`src/rtl/sysreg_star_ctrl_pkg.sv`:
```
// Shared types and default widths for the sysreg star controller.
// Optional error-status outputs are enabled by SYSREG_STAR_ERR_STATUS_EN.
package sysreg_star_pkg;

  localparam int unsigned DEF_REG_WIDTH = 64;
  localparam int unsigned DEF_GROUP_W   = 5;
  localparam int unsigned DEF_REGNUM_W  = 3;

  typedef enum logic [1:0] {
    RESP_OK       = 2'd0,
    RESP_NODE_ERR = 2'd1,
    RESP_UNMAPPED = 2'd2,
    RESP_TIMEOUT  = 2'd3
  } resp_code_e;

  typedef enum logic [1:0] {
    IDLE  = 2'd0,
    ISSUE = 2'd1,
    WAIT  = 2'd2,
    RESP  = 2'd3
  } state_e;

endpackage

```
`src/rtl/sysreg_star_ctrl_if.sv`:
```
// Request/response channels plus node-side star signals of the sysreg controller.
// master = core/node environment side, slave = controller side.
interface sysreg_star_ctrl_if
  import sysreg_star_pkg::*;
#(
  parameter int unsigned REG_WIDTH = DEF_REG_WIDTH,
  parameter int unsigned NR_NODES  = 11,
  parameter int unsigned GROUP_W   = DEF_GROUP_W,
  parameter int unsigned REGNUM_W  = DEF_REGNUM_W
);

  logic                 req_valid;
  logic                 req_ready;
  logic                 req_write;
  logic [GROUP_W-1:0]   req_group;
  logic [REGNUM_W-1:0]  req_regnum;
  logic [1:0]           req_plevel;
  logic [REG_WIDTH-1:0] req_wdata;

  logic                 resp_valid;
  logic                 resp_ready;
  logic [1:0]           resp_code;
  logic [REG_WIDTH-1:0] resp_rdata;

  logic [NR_NODES-1:0]  node_en;
  logic                 node_write;
  logic [REGNUM_W-1:0]  node_regnum;
  logic [1:0]           node_plevel;
  logic [REG_WIDTH-1:0] node_wdata;
  logic [NR_NODES-1:0]  node_ack;
  logic [NR_NODES-1:0]  node_err;
  logic [REG_WIDTH-1:0] node_rdata [NR_NODES];

  modport master (
    output req_valid, req_write, req_group, req_regnum, req_plevel, req_wdata,
    input  req_ready,
    input  resp_valid, resp_code, resp_rdata,
    output resp_ready,
    input  node_en, node_write, node_regnum, node_plevel, node_wdata,
    output node_ack, node_err, node_rdata
  );

  modport slave (
    input  req_valid, req_write, req_group, req_regnum, req_plevel, req_wdata,
    output req_ready,
    output resp_valid, resp_code, resp_rdata,
    input  resp_ready,
    output node_en, node_write, node_regnum, node_plevel, node_wdata,
    input  node_ack, node_err, node_rdata
  );

endinterface

```
`src/rtl/sysreg_star_ctrl_timeout.sv`:
```
// Saturating wait counter: cleared on load, counts while enabled, flags the
// cycle in which the count would reach TIMEOUT.
module sysreg_star_timeout #(
  parameter int unsigned TIMEOUT = 15
) (
  input  logic clk,
  input  logic rst,
  input  logic i_clear,
  input  logic i_inc,
  output logic o_expire
);

  localparam int unsigned CW = $clog2(TIMEOUT + 1);
  localparam logic [CW-1:0] LIMIT = CW'(TIMEOUT);
  localparam logic [CW-1:0] LAST  = CW'(TIMEOUT - 1);

  logic [CW-1:0] r_cnt;

  always_ff @(posedge clk) begin
    if (rst || i_clear) begin
      r_cnt <= '0;
    end else if (i_inc && (r_cnt != LIMIT)) begin
      r_cnt <= r_cnt + 1'b1;
    end
  end

  // Expiry is reported on the increment that lands on TIMEOUT.
  assign o_expire = i_inc && (r_cnt >= LAST);

endmodule

```
`src/rtl/sysreg_star_ctrl.sv`:
```
// Registered sysreg star controller: one outstanding request, per-node ack,
// unmapped-group and timeout detection. Macro SYSREG_STAR_ERR_STATUS_EN adds error status.
module sysreg_star_ctrl
  import sysreg_star_pkg::*;
#(
  parameter int unsigned REG_WIDTH = DEF_REG_WIDTH,
  parameter int unsigned NR_NODES  = 11,
  parameter int unsigned GROUP_W   = DEF_GROUP_W,
  parameter int unsigned REGNUM_W  = DEF_REGNUM_W,
  parameter int unsigned TIMEOUT   = 15
) (
  input  logic clk,
  input  logic rst,
  sysreg_star_ctrl_if.slave bus
`ifdef SYSREG_STAR_ERR_STATUS_EN
  ,
  output logic [15:0]        err_count,
  output logic [GROUP_W-1:0] last_err_group
`endif
);

  localparam int unsigned IDX_W = (NR_NODES > 1) ? $clog2(NR_NODES) : 1;
  localparam logic [NR_NODES-1:0] EN_ONE = NR_NODES'(1);

  state_e               r_state, w_state_next;
  logic [IDX_W-1:0]     r_idx;
  logic                 r_write;
  logic [NR_NODES-1:0]  r_node_en, w_node_en_next;
  logic                 r_node_write;
  logic [REGNUM_W-1:0]  r_node_regnum;
  logic [1:0]           r_node_plevel;
  logic [REG_WIDTH-1:0] r_node_wdata;
  resp_code_e           r_resp_code, w_resp_code;
  logic [REG_WIDTH-1:0] r_resp_rdata, w_resp_rdata;

  logic                 w_mapped;
  logic                 w_capture;
  logic                 w_resp_load;
  logic                 w_ack;
  logic                 w_err;
  logic [REG_WIDTH-1:0] w_rd;
  logic                 w_cnt_clear;
  logic                 w_cnt_inc;
  logic                 w_expire;

  assign w_mapped    = 32'(bus.req_group) < NR_NODES;
  assign w_ack       = bus.node_ack[r_idx];
  assign w_err       = bus.node_err[r_idx];
  assign w_rd        = bus.node_rdata[r_idx];
  assign w_cnt_clear = (r_state == ISSUE);
  assign w_cnt_inc   = (r_state == WAIT);

  sysreg_star_timeout #(
    .TIMEOUT (TIMEOUT)
  ) u_timeout (
    .clk      (clk),
    .rst      (rst),
    .i_clear  (w_cnt_clear),
    .i_inc    (w_cnt_inc),
    .o_expire (w_expire)
  );

  always_ff @(posedge clk) begin
    if (rst) begin
      r_state <= IDLE;
    end else begin
      r_state <= w_state_next;
    end
  end

  always_comb begin
    w_state_next   = r_state;
    w_node_en_next = '0;
    w_capture      = 1'b0;
    w_resp_load    = 1'b0;
    w_resp_code    = RESP_OK;
    w_resp_rdata   = '0;
    case (r_state)
      IDLE: begin
        if (bus.req_valid) begin
          if (w_mapped) begin
            w_capture      = 1'b1;
            w_node_en_next = EN_ONE << bus.req_group;
            w_state_next   = ISSUE;
          end else begin
            w_resp_load  = 1'b1;
            w_resp_code  = RESP_UNMAPPED;
            w_state_next = RESP;
          end
        end
      end
      // ISSUE also accepts the ack so combinational nodes finish in one cycle;
      // an ack coinciding with expiry takes priority over the timeout.
      ISSUE, WAIT: begin
        if (w_ack) begin
          w_resp_load  = 1'b1;
          w_resp_code  = w_err ? RESP_NODE_ERR : RESP_OK;
          w_resp_rdata = (!w_err && !r_write) ? w_rd : '0;
          w_state_next = RESP;
        end else if (r_state == ISSUE) begin
          w_state_next = WAIT;
        end else if (w_expire) begin
          w_resp_load  = 1'b1;
          w_resp_code  = RESP_TIMEOUT;
          w_state_next = RESP;
        end
      end
      RESP: begin
        if (bus.resp_ready) begin
          w_state_next = IDLE;
        end
      end
      default: w_state_next = IDLE;
    endcase
  end

  always_ff @(posedge clk) begin
    if (rst) begin
      r_idx         <= '0;
      r_write       <= 1'b0;
      r_node_en     <= '0;
      r_node_write  <= 1'b0;
      r_node_regnum <= '0;
      r_node_plevel <= '0;
      r_node_wdata  <= '0;
      r_resp_code   <= RESP_OK;
      r_resp_rdata  <= '0;
    end else begin
      r_node_en <= w_node_en_next;
      if (w_capture) begin
        r_idx         <= IDX_W'(bus.req_group);
        r_write       <= bus.req_write;
        r_node_write  <= bus.req_write;
        r_node_regnum <= bus.req_regnum;
        r_node_plevel <= bus.req_plevel;
        r_node_wdata  <= bus.req_wdata;
      end
      if (w_resp_load) begin
        r_resp_code  <= w_resp_code;
        r_resp_rdata <= w_resp_rdata;
      end
    end
  end

`ifdef SYSREG_STAR_ERR_STATUS_EN
  logic [GROUP_W-1:0] r_group;
  logic [15:0]        r_err_count;
  logic [GROUP_W-1:0] r_last_err_group;
  logic [GROUP_W-1:0] w_err_group;

  // Unmapped requests respond straight from IDLE, before r_group is loaded.
  assign w_err_group = (r_state == IDLE) ? bus.req_group : r_group;

  always_ff @(posedge clk) begin
    if (rst) begin
      r_group          <= '0;
      r_err_count      <= '0;
      r_last_err_group <= '0;
    end else begin
      if (r_state == IDLE && bus.req_valid) begin
        r_group <= bus.req_group;
      end
      if (w_resp_load && (w_resp_code != RESP_OK)) begin
        if (r_err_count != '1) begin
          r_err_count <= r_err_count + 16'd1;
        end
        r_last_err_group <= w_err_group;
      end
    end
  end

  assign err_count      = r_err_count;
  assign last_err_group = r_last_err_group;
`endif

  assign bus.req_ready   = (r_state == IDLE);
  assign bus.resp_valid  = (r_state == RESP);
  assign bus.resp_code   = r_resp_code;
  assign bus.resp_rdata  = r_resp_rdata;
  assign bus.node_en     = r_node_en;
  assign bus.node_write  = r_node_write;
  assign bus.node_regnum = r_node_regnum;
  assign bus.node_plevel = r_node_plevel;
  assign bus.node_wdata  = r_node_wdata;

endmodule
```
`src/flat_wrapper.sv`:
```
// flat-port wrapper written by rule: the top's interface ports become plain ports
module sysreg_star_ctrl_flat import sysreg_star_pkg::*;
#(
  parameter int unsigned REG_WIDTH = DEF_REG_WIDTH,
  parameter int unsigned NR_NODES  = 11,
  parameter int unsigned GROUP_W   = DEF_GROUP_W,
  parameter int unsigned REGNUM_W  = DEF_REGNUM_W,
  parameter int unsigned TIMEOUT   = 15
)
  (clk, rst, bus_req_valid, bus_req_write, bus_req_group, bus_req_regnum, bus_req_plevel, bus_req_wdata, bus_req_ready, bus_resp_valid, bus_resp_code, bus_resp_rdata, bus_resp_ready, bus_node_en, bus_node_write, bus_node_regnum, bus_node_plevel, bus_node_wdata, bus_node_ack, bus_node_err, bus_node_rdata);
  sysreg_star_ctrl_if #(.REG_WIDTH(REG_WIDTH), .NR_NODES(NR_NODES), .GROUP_W(GROUP_W), .REGNUM_W(REGNUM_W)) bus_i ();
  input  logic clk;
  input  logic rst;
  input wire logic [$bits(bus_i.req_valid)-1:0] bus_req_valid;
  input wire logic [$bits(bus_i.req_write)-1:0] bus_req_write;
  input wire logic [$bits(bus_i.req_group)-1:0] bus_req_group;
  input wire logic [$bits(bus_i.req_regnum)-1:0] bus_req_regnum;
  input wire logic [$bits(bus_i.req_plevel)-1:0] bus_req_plevel;
  input wire logic [$bits(bus_i.req_wdata)-1:0] bus_req_wdata;
  output wire logic [$bits(bus_i.req_ready)-1:0] bus_req_ready;
  output wire logic [$bits(bus_i.resp_valid)-1:0] bus_resp_valid;
  output wire logic [$bits(bus_i.resp_code)-1:0] bus_resp_code;
  output wire logic [$bits(bus_i.resp_rdata)-1:0] bus_resp_rdata;
  input wire logic [$bits(bus_i.resp_ready)-1:0] bus_resp_ready;
  output wire logic [$bits(bus_i.node_en)-1:0] bus_node_en;
  output wire logic [$bits(bus_i.node_write)-1:0] bus_node_write;
  output wire logic [$bits(bus_i.node_regnum)-1:0] bus_node_regnum;
  output wire logic [$bits(bus_i.node_plevel)-1:0] bus_node_plevel;
  output wire logic [$bits(bus_i.node_wdata)-1:0] bus_node_wdata;
  input wire logic [$bits(bus_i.node_ack)-1:0] bus_node_ack;
  input wire logic [$bits(bus_i.node_err)-1:0] bus_node_err;
  input wire logic [$bits(bus_i.node_rdata)-1:0] bus_node_rdata;
  assign bus_i.req_valid = bus_req_valid;
  assign bus_i.req_write = bus_req_write;
  assign bus_i.req_group = bus_req_group;
  assign bus_i.req_regnum = bus_req_regnum;
  assign bus_i.req_plevel = bus_req_plevel;
  assign bus_i.req_wdata = bus_req_wdata;
  assign bus_req_ready = bus_i.req_ready;
  assign bus_resp_valid = bus_i.resp_valid;
  assign bus_resp_code = bus_i.resp_code;
  assign bus_resp_rdata = bus_i.resp_rdata;
  assign bus_i.resp_ready = bus_resp_ready;
  assign bus_node_en = bus_i.node_en;
  assign bus_node_write = bus_i.node_write;
  assign bus_node_regnum = bus_i.node_regnum;
  assign bus_node_plevel = bus_i.node_plevel;
  assign bus_node_wdata = bus_i.node_wdata;
  assign bus_i.node_ack = bus_node_ack;
  assign bus_i.node_err = bus_node_err;
  assign bus_i.node_rdata = {>>{bus_node_rdata}};
  sysreg_star_ctrl #(.REG_WIDTH(REG_WIDTH), .NR_NODES(NR_NODES), .GROUP_W(GROUP_W), .REGNUM_W(REGNUM_W), .TIMEOUT(TIMEOUT)) u_core (.clk(clk), .rst(rst), .bus(bus_i));
endmodule
```
`config.mk`:
```
export PLATFORM = sky130hd
export DESIGN_NAME = sysreg_star_ctrl_flat
export DESIGN_NICKNAME = d
export VERILOG_FILES = /design/src/rtl/sysreg_star_ctrl_pkg.sv /design/src/rtl/sysreg_star_ctrl_if.sv /design/src/rtl/sysreg_star_ctrl_timeout.sv /design/src/rtl/sysreg_star_ctrl.sv /design/src/flat_wrapper.sv
export SDC_FILE = /design/constraint.sdc
export NUM_CORES = 1
export LEC_CHECK = 0
export CAP_MARGIN = 20
export CORE_AREA = 2 2 366 368
export CTS_CLUSTER_SIZE = 12
export DETAILED_ROUTE_END_ITERATION = 6
export DIE_AREA = 0 0 368 370
export PLACE_DENSITY = 0.3
export SETUP_SLACK_MARGIN = 0.5
export SYNTH_ARGS = -nofsm -noshare
export SYNTH_HDL_FRONTEND = slang
export SYNTH_HIERARCHICAL = 1
export SYNTH_SLANG_ARGS = --single-unit
```
`constraint.sdc`:
```
create_clock -name clk -period 2.7 [get_ports clk]
set_input_delay 0.27 -clock clk [delete_from_list [all_inputs] [get_ports clk]]
set_output_delay 0.27 -clock clk [all_outputs]
set_load 0.05 [all_outputs]
```
---- After elaboration in Yosys (flattened, before gate mapping) ----
Index checks and enable logic that the tools add are counted.
cells by class
  multiplexer cells ....................... 33
  bitwise operators ....................... 4
  shifts and indexed selects .............. 1
  reduce and logical (&&, ||, !) cells .... 10
  $lt $le $gt $ge ......................... 4
  $add $sub $neg .......................... 1
  equal/unequal tests ..................... 7
operators with widths
  cell                    count
  $mux W64                5
  $bmux W64 S4            1
  $mux W2                 11
  $mux W1                 11
  $shl A1 B5 Y11 const A  1
  $bmux W1 S4             2
  $pmux W2 S3             1
  $ge A5 B5 Y1 const B    1
  $lt A4 B5 Y1 const B    1
  $lt A5 B4 Y1 const B    1
  $not A4 Y5              1
  $add A4 B1 Y4 const B   1
  $eq A2 B2 Y1 const B    2
  $ge A4 B4 Y1 const B    1
  $ne A4 B3 Y1 const B    1
  $ne A4 B4 Y1 const B    1
  $pmux W2 S2             1
  $reduce_or A4 Y1        1
  $logic_and A1 B1 Y1     3
  $not A1 Y1              3
  $reduce_and A3 Y1       1
  $eq A2 B1 Y1 const B    1
  $logic_not A1 Y1        2
  $logic_not A2 Y1        1
  5 further kinds         5
word-level totals
  input port bits ......................... 805
  flip-flop bits (word level) ............. 157

---- Logic depth before layout (Yosys ltp) ----
  depth after elaboration ................. 7
  depth in mapped cells ................... 10
  gate-level depth less buffers ........... 8

---- By module ----
The synthesis kept the hierarchy.
modules (own cells, without submodules)
  module               cells each  area each (sq um)  sequential area each (sq um)  instances
  sysreg_star_ctrl     1,084       10,921.7           3,062.9                       1
  sysreg_star_timeout  24          222.7              80.1                          1

---- Worst setup path before layout ----
Ideal clock, no wire load.
  path type ............................... register to register
  from .................................... register u_core.r_state[1]
  to ...................................... register u_core.r_resp_rdata[16] (netlist: u_core/bus.resp_rdata[16])
  stages on the path, launching flop included .. 10
  arrival ................................. 2.189 ns
  required time ........................... 2.583 ns
  slack ................................... 0.394 ns
  setup time .............................. 0.117 ns
  path through ............................ dfxtp_1 inv_1 ha_1 nand2_1 o31a_1 o22ai_1 nor3_2 buf_4 buf_4 a22o_1
RTL lines
  element                 line                     RTL
  start, declared         sysreg_star_ctrl.sv:25   state_e r_state, w_state_next;
  start signal, assigned  sysreg_star_ctrl.sv:67   r_state <= w_state_next;
  $logic_not A2 Y1        -
  net bus_req_ready       flat_wrapper.sv:20       output wire logic [$bits(bus_i.req_ready)-1:0] bus_req_ready;
  $pmux W1 S2             sysreg_star_ctrl.sv:78   case (r_state)
  end signal, assigned    sysreg_star_ctrl.sv:140  r_resp_rdata <= w_resp_rdata;
  end, declared           sysreg_star_ctrl.sv:34   logic [REG_WIDTH-1:0] r_resp_rdata, w_resp_rdata;
The timed path passes the listed nets, and every way through them passes these cells.
A chain may end at the register's enable or synchronous reset.

---- Worst setup path in the final report ----
  from .................................... register u_core.r_idx[0]
  to ...................................... register u_core.r_resp_rdata[50] (netlist: u_core/bus.resp_rdata[50])
on the way
  word-level cells in the longest chain between the ends .. 7
RTL lines
  element                                                                line                                            RTL
  start, declared                                                        sysreg_star_ctrl.sv:26                          logic [IDX_W-1:0] r_idx;
  start signal, assigned                                                 sysreg_star_ctrl.sv:131                         r_idx <= IDX_W'(bus.req_group);
  $not A4 Y5 (implied by the code) or $bmux W1 S4 (tied branches)        sysreg_star_ctrl.sv:49, sysreg_star_ctrl.sv:48
  $bmux W64 S4 or $mux W1 (tied branches)                                sysreg_star_ctrl.sv:49, sysreg_star_ctrl.sv:48
  $mux W64 (implied by the code) or $logic_not A1 Y1 (tied branches)     sysreg_star_ctrl.sv:49, sysreg_star_ctrl.sv:98
  $mux W64 (implied by the code) or $logic_and A1 B1 Y1 (tied branches)  sysreg_star_ctrl.sv:49, sysreg_star_ctrl.sv:98
  $mux W64                                                               sysreg_star_ctrl.sv:98                          w_resp_rdata = (!w_err && !r_write) ? w_rd : '0;
  $mux W64                                                               sysreg_star_ctrl.sv:95                          if (w_ack) begin
  $mux W64                                                               sysreg_star_ctrl.sv:78
Several ways; a longest one is shown, not always the timed one. The select of a mux whose other input is x is not followed.

==> impl_metrics.py <==
metrics = {
    "run_status": {
        "status": "completed",
    },
    "critical_path": {
        "critical_path.startpoint": "u_core/r_idx[0]",
        "crit_path_max_incr_delay_ns": 0.55,
        "crit_type": "register to register",
        "rr_endpoint": "u_core/bus.resp_rdata[50]",
        "endpoint": "u_core/bus.resp_rdata[50]",
        "critPathLaunchType": "register",
        "r2r-start": "u_core/r_idx[0]",
        "path_delay_family": "multiplexers",
        "worstPathArrival_ns": 2.72,
        "cp.required_ns": 3.10,
        "cp_max_fo": 12,
        "cp_cell_sequence": "buf_12 > bufbuf_16 > mux4_2 > mux2i_1 > o21ai_0 > a22o_1",
        "path_buf_inv": 2,
        "cp_slowest_cell": "mux4_2",
        "path_depth": 6,
        "rrSetupSlack_ns": 0.38,
        "ff2ff_path_depth": 6,
        "setup.worst_path.end_class": "register",
    },
    "timing": {
        "max_freq_mhz": 431,
        "rsz0062_at_grt": "true",
        "hold_slack_ns": 0.116,
        "worst_pin_slew_ns": 0.931,
        "finClkSkew_ns": 0.0148,
        "hold_viol_final": 0,
        "finalSetupViolations": 0,
        "fin_crit_ns": 2.32,
        "worst_slack_ns": 0.382,
        "finalMaxSlewViolations": 0,
        "slew_headroom_pct": 37.9,
        "period_share_pct": 85.9,
    },
    "floorplan": {
        "core_area_mm2": 0.132,
        "dieHeight_um": 370,
        "initial_utilization_pct": 8.41,
        "ioPinCount": 954,
        "row_count": 134,
        "die_area_mm2": 0.136,
        "die-width_um": 368,
    },
    "pwr": {
        "p_leak_nw": 7.76,
        "p_per_area_mw_per_mm2": 470,
        "ir_worst_vdd_v": 0.000301,
        "power_frac_comb_pct": 51.8,
        "p_clk_share_pct": 23.7,
        "finalPower_mw": 11.3,
        "p_seq_share_pct": 24.4,
        "switching_share_pct": 41.0,
        "p_switching_mw": 4.65,
        "p_int_mw": 6.69,
    },
    "synthesis": {
        "syn_nets": 1919,
        "synth_edf_count": 0,
        "ys_async_sr_fraction_pct": 0,
        "synthTopCellsByArea": "dfxtp_1 28%, mux4_2 27%, mux2i_1 11%",
        "synth_most_common_cell": "nand2_1",
        "synth_commonest_cells": "172 x nand2_1, 157 x dfxtp_1, 132 x mux4_2",
        "synth-seq-cells": 157,
        "synth.avg_cell_area_um2": 10.1,
        "syn-cell-area_mm2": 0.0111,
        "synthCells": 1108,
        "netlist.area_leader.share_pct": 28.2,
        "synth_top_area_cell": "dfxtp_1",
        "ys_warn_count": 6,
        "synth-seq-area-share_pct": 28.2,
        "yosysUniqueCellTypes": 48,
        "ys.flop_type": "dfxtp_1",
    },
    "global_routing": {
        "grt_pass1_wl_um": 136000,
        "antenna_found_initial": 57,
        "grt_pass1_vias": 14700,
        "grt_max_degree": 71,
        "overflow": 0,
        "grt_usage_pct": 14.8,
    },
    "final_layout": {
        "layoutNonFillerInstCount": 3832,
        "nNetsFinal": 2857,
        "layout-drive-gt1-share_pct": 14.1,
        "syn_to_final_growth_pct": 117,
    },
    "cts": {
        "htreeDepth": 4,
        "ctsHoldBuffers": 0,
        "clockRootBuffer": "clkbuf_16",
        "clock-sinks": 157,
        "clk_pin_slew_ns": 0.08,
        "cts_tree": "done",
        "numCtsBuffers": 17,
        "cts_max_path_buffers": 2,
        "clk-insertion-delay-late_ns": 0.50,
    },
    "detailed_routing": {
        "drc": 0,
        "avgViaCountPerCell": 3.54,
        "via_count": 13600,
        "ant_nets": 0,
        "drt-total-wl_um": 104000,
        "drt-pass1-iter-count": 4,
        "drt_first_iter_violations": 538,
        "wl_per_cell_um": 27.1,
    },
    "hold_path": {
        "hold_path_class": "primary input to register",
    },
    "placed_design": {
        "pre_cts_ws_ns": -0.0520,
        "gp_congestion": 0.891,
        "place_inst": 3773,
        "post-dp-hpwl_um": 87700,
        "numPortBuffers": 953,
    },
    "flow_run": {
        "cap_violations": 0,
    },
}
[per-layer routing]
layer,wire length (um),GRT usage (%)
met5,139,0
met4,1880,3.15
met3,8130,4.78
met2,51900,26.4
met1,41600,17.2
[cell usage in the layout, fill, tap and decap left out, types with 19 or more instances in the layout]
master	Yosys	final
o22ai_1	47	46
o2bb2ai_1	19	19
clkdlybuf4s50_1	0	943
a21oi_1	125	124
mux2i_1	128	118
mux4_2	132	132
nor2_1	61	61
buf_4	7	60
nand2_1	172	172
a22o_1	65	65
dfxtp_1	157	153
o21ai_0	20	20
[power groups by stage]
stage                     combinational [mW]  clock, mW  sequential [mW]
after floorplan                         2.00          0             3.53
after global placement                  5.64          0             2.85
after detailed placement                5.65          0             2.85
after CTS                               5.95       2.91             2.77
after global routing                    6.27       2.96             2.81
final                                   5.88       2.69             2.77
[worst reg2reg max path, stage by stage, from the launching register on]
cell	delay [ns]
dfxtp_4	0.37
buf_12	0.16
bufbuf_16	0.34
mux4_2	0.55
mux2i_1	0.45
o21ai_0	0.15
a22o_1	0.21
[flip-flops by register name, indices dropped and copies added, names as in the netlist]
signal                  flops
u_core/u_timeout/r_cnt      4
u_core/r_idx                4
u_core/bus.node_write       1
u_core/bus.resp_code        2
u_core/bus.resp_rdata      64
u_core/bus.node_en         11
u_core/bus.node_wdata      64
u_core/bus.node_plevel      2
u_core/bus.node_regnum      3
u_core/r_state              2
[cell families (layout without fill, tap and decap cells)]
family | count (synthesis) | count (layout) | share of synthesized area, %
buffers and inverters | 125 | 1076 | 5.78
multiplexers | 263 | 263 | 38.5
AND/OR/NAND/NOR | 263 | 263 | 9.53
AO/OA/AOI/OAI | 294 | 294 | 17.3
other | 0 | 5 | 0
adder cells (fa/ha/maj) | 6 | 6 | 0.674
flip-flops | 157 | 157 | 28.2
[worst min-delay path by stage]
stage,to,depth (start not counted),startpoint,slack (ns)
4_1_cts,u_core/r_idx[0],2,rst,0.06
3_5_place_dp,u_core/bus.node_wdata[57],2,u_core/bus.node_wdata[57],0.45
6_report,u_core/r_idx[0],2,rst,0.12
5_1_grt,u_core/r_idx[0],2,rst,0.11
2_1_floorplan,u_core/u_timeout/r_cnt[1],1,rst,0.34
3_3_place_gp,u_core/bus.node_wdata[39],2,u_core/bus.node_wdata[39],0.44
[layout make-up]
type                            count  area (um^2)
Clock buffer                       17          425
Timing Repair Buffer             1034        10600
Multi-Input combinational cell    826         7550
Clock inverter                     15          195
Sequential cell                   157         3160
Fill cell                       14700       108000
Inverter                           10         37.5
Antenna cell                        5         12.5
Tap cell                         1768         2210
[stage by stage]
step,setup TNS (ns),util [%],cell area (um^2)
2_1_floorplan,0,-,11100
3_3_place_gp,-0.0791,17.4,23000
3_5_place_dp,-0.0520,17.4,23000
4_1_cts,0,18.2,24100
5_1_grt,0,18.2,24100
6_report,0,18.2,24100
[what timing repair did]
item,4_1_cts,5_1_grt
gates resized for setup,24,14
pin swaps,1,2
gates cloned,3,0
setup buffers,19,0
endpoints found under the setup margin,69,69
(Power assumes the default switching activity.)
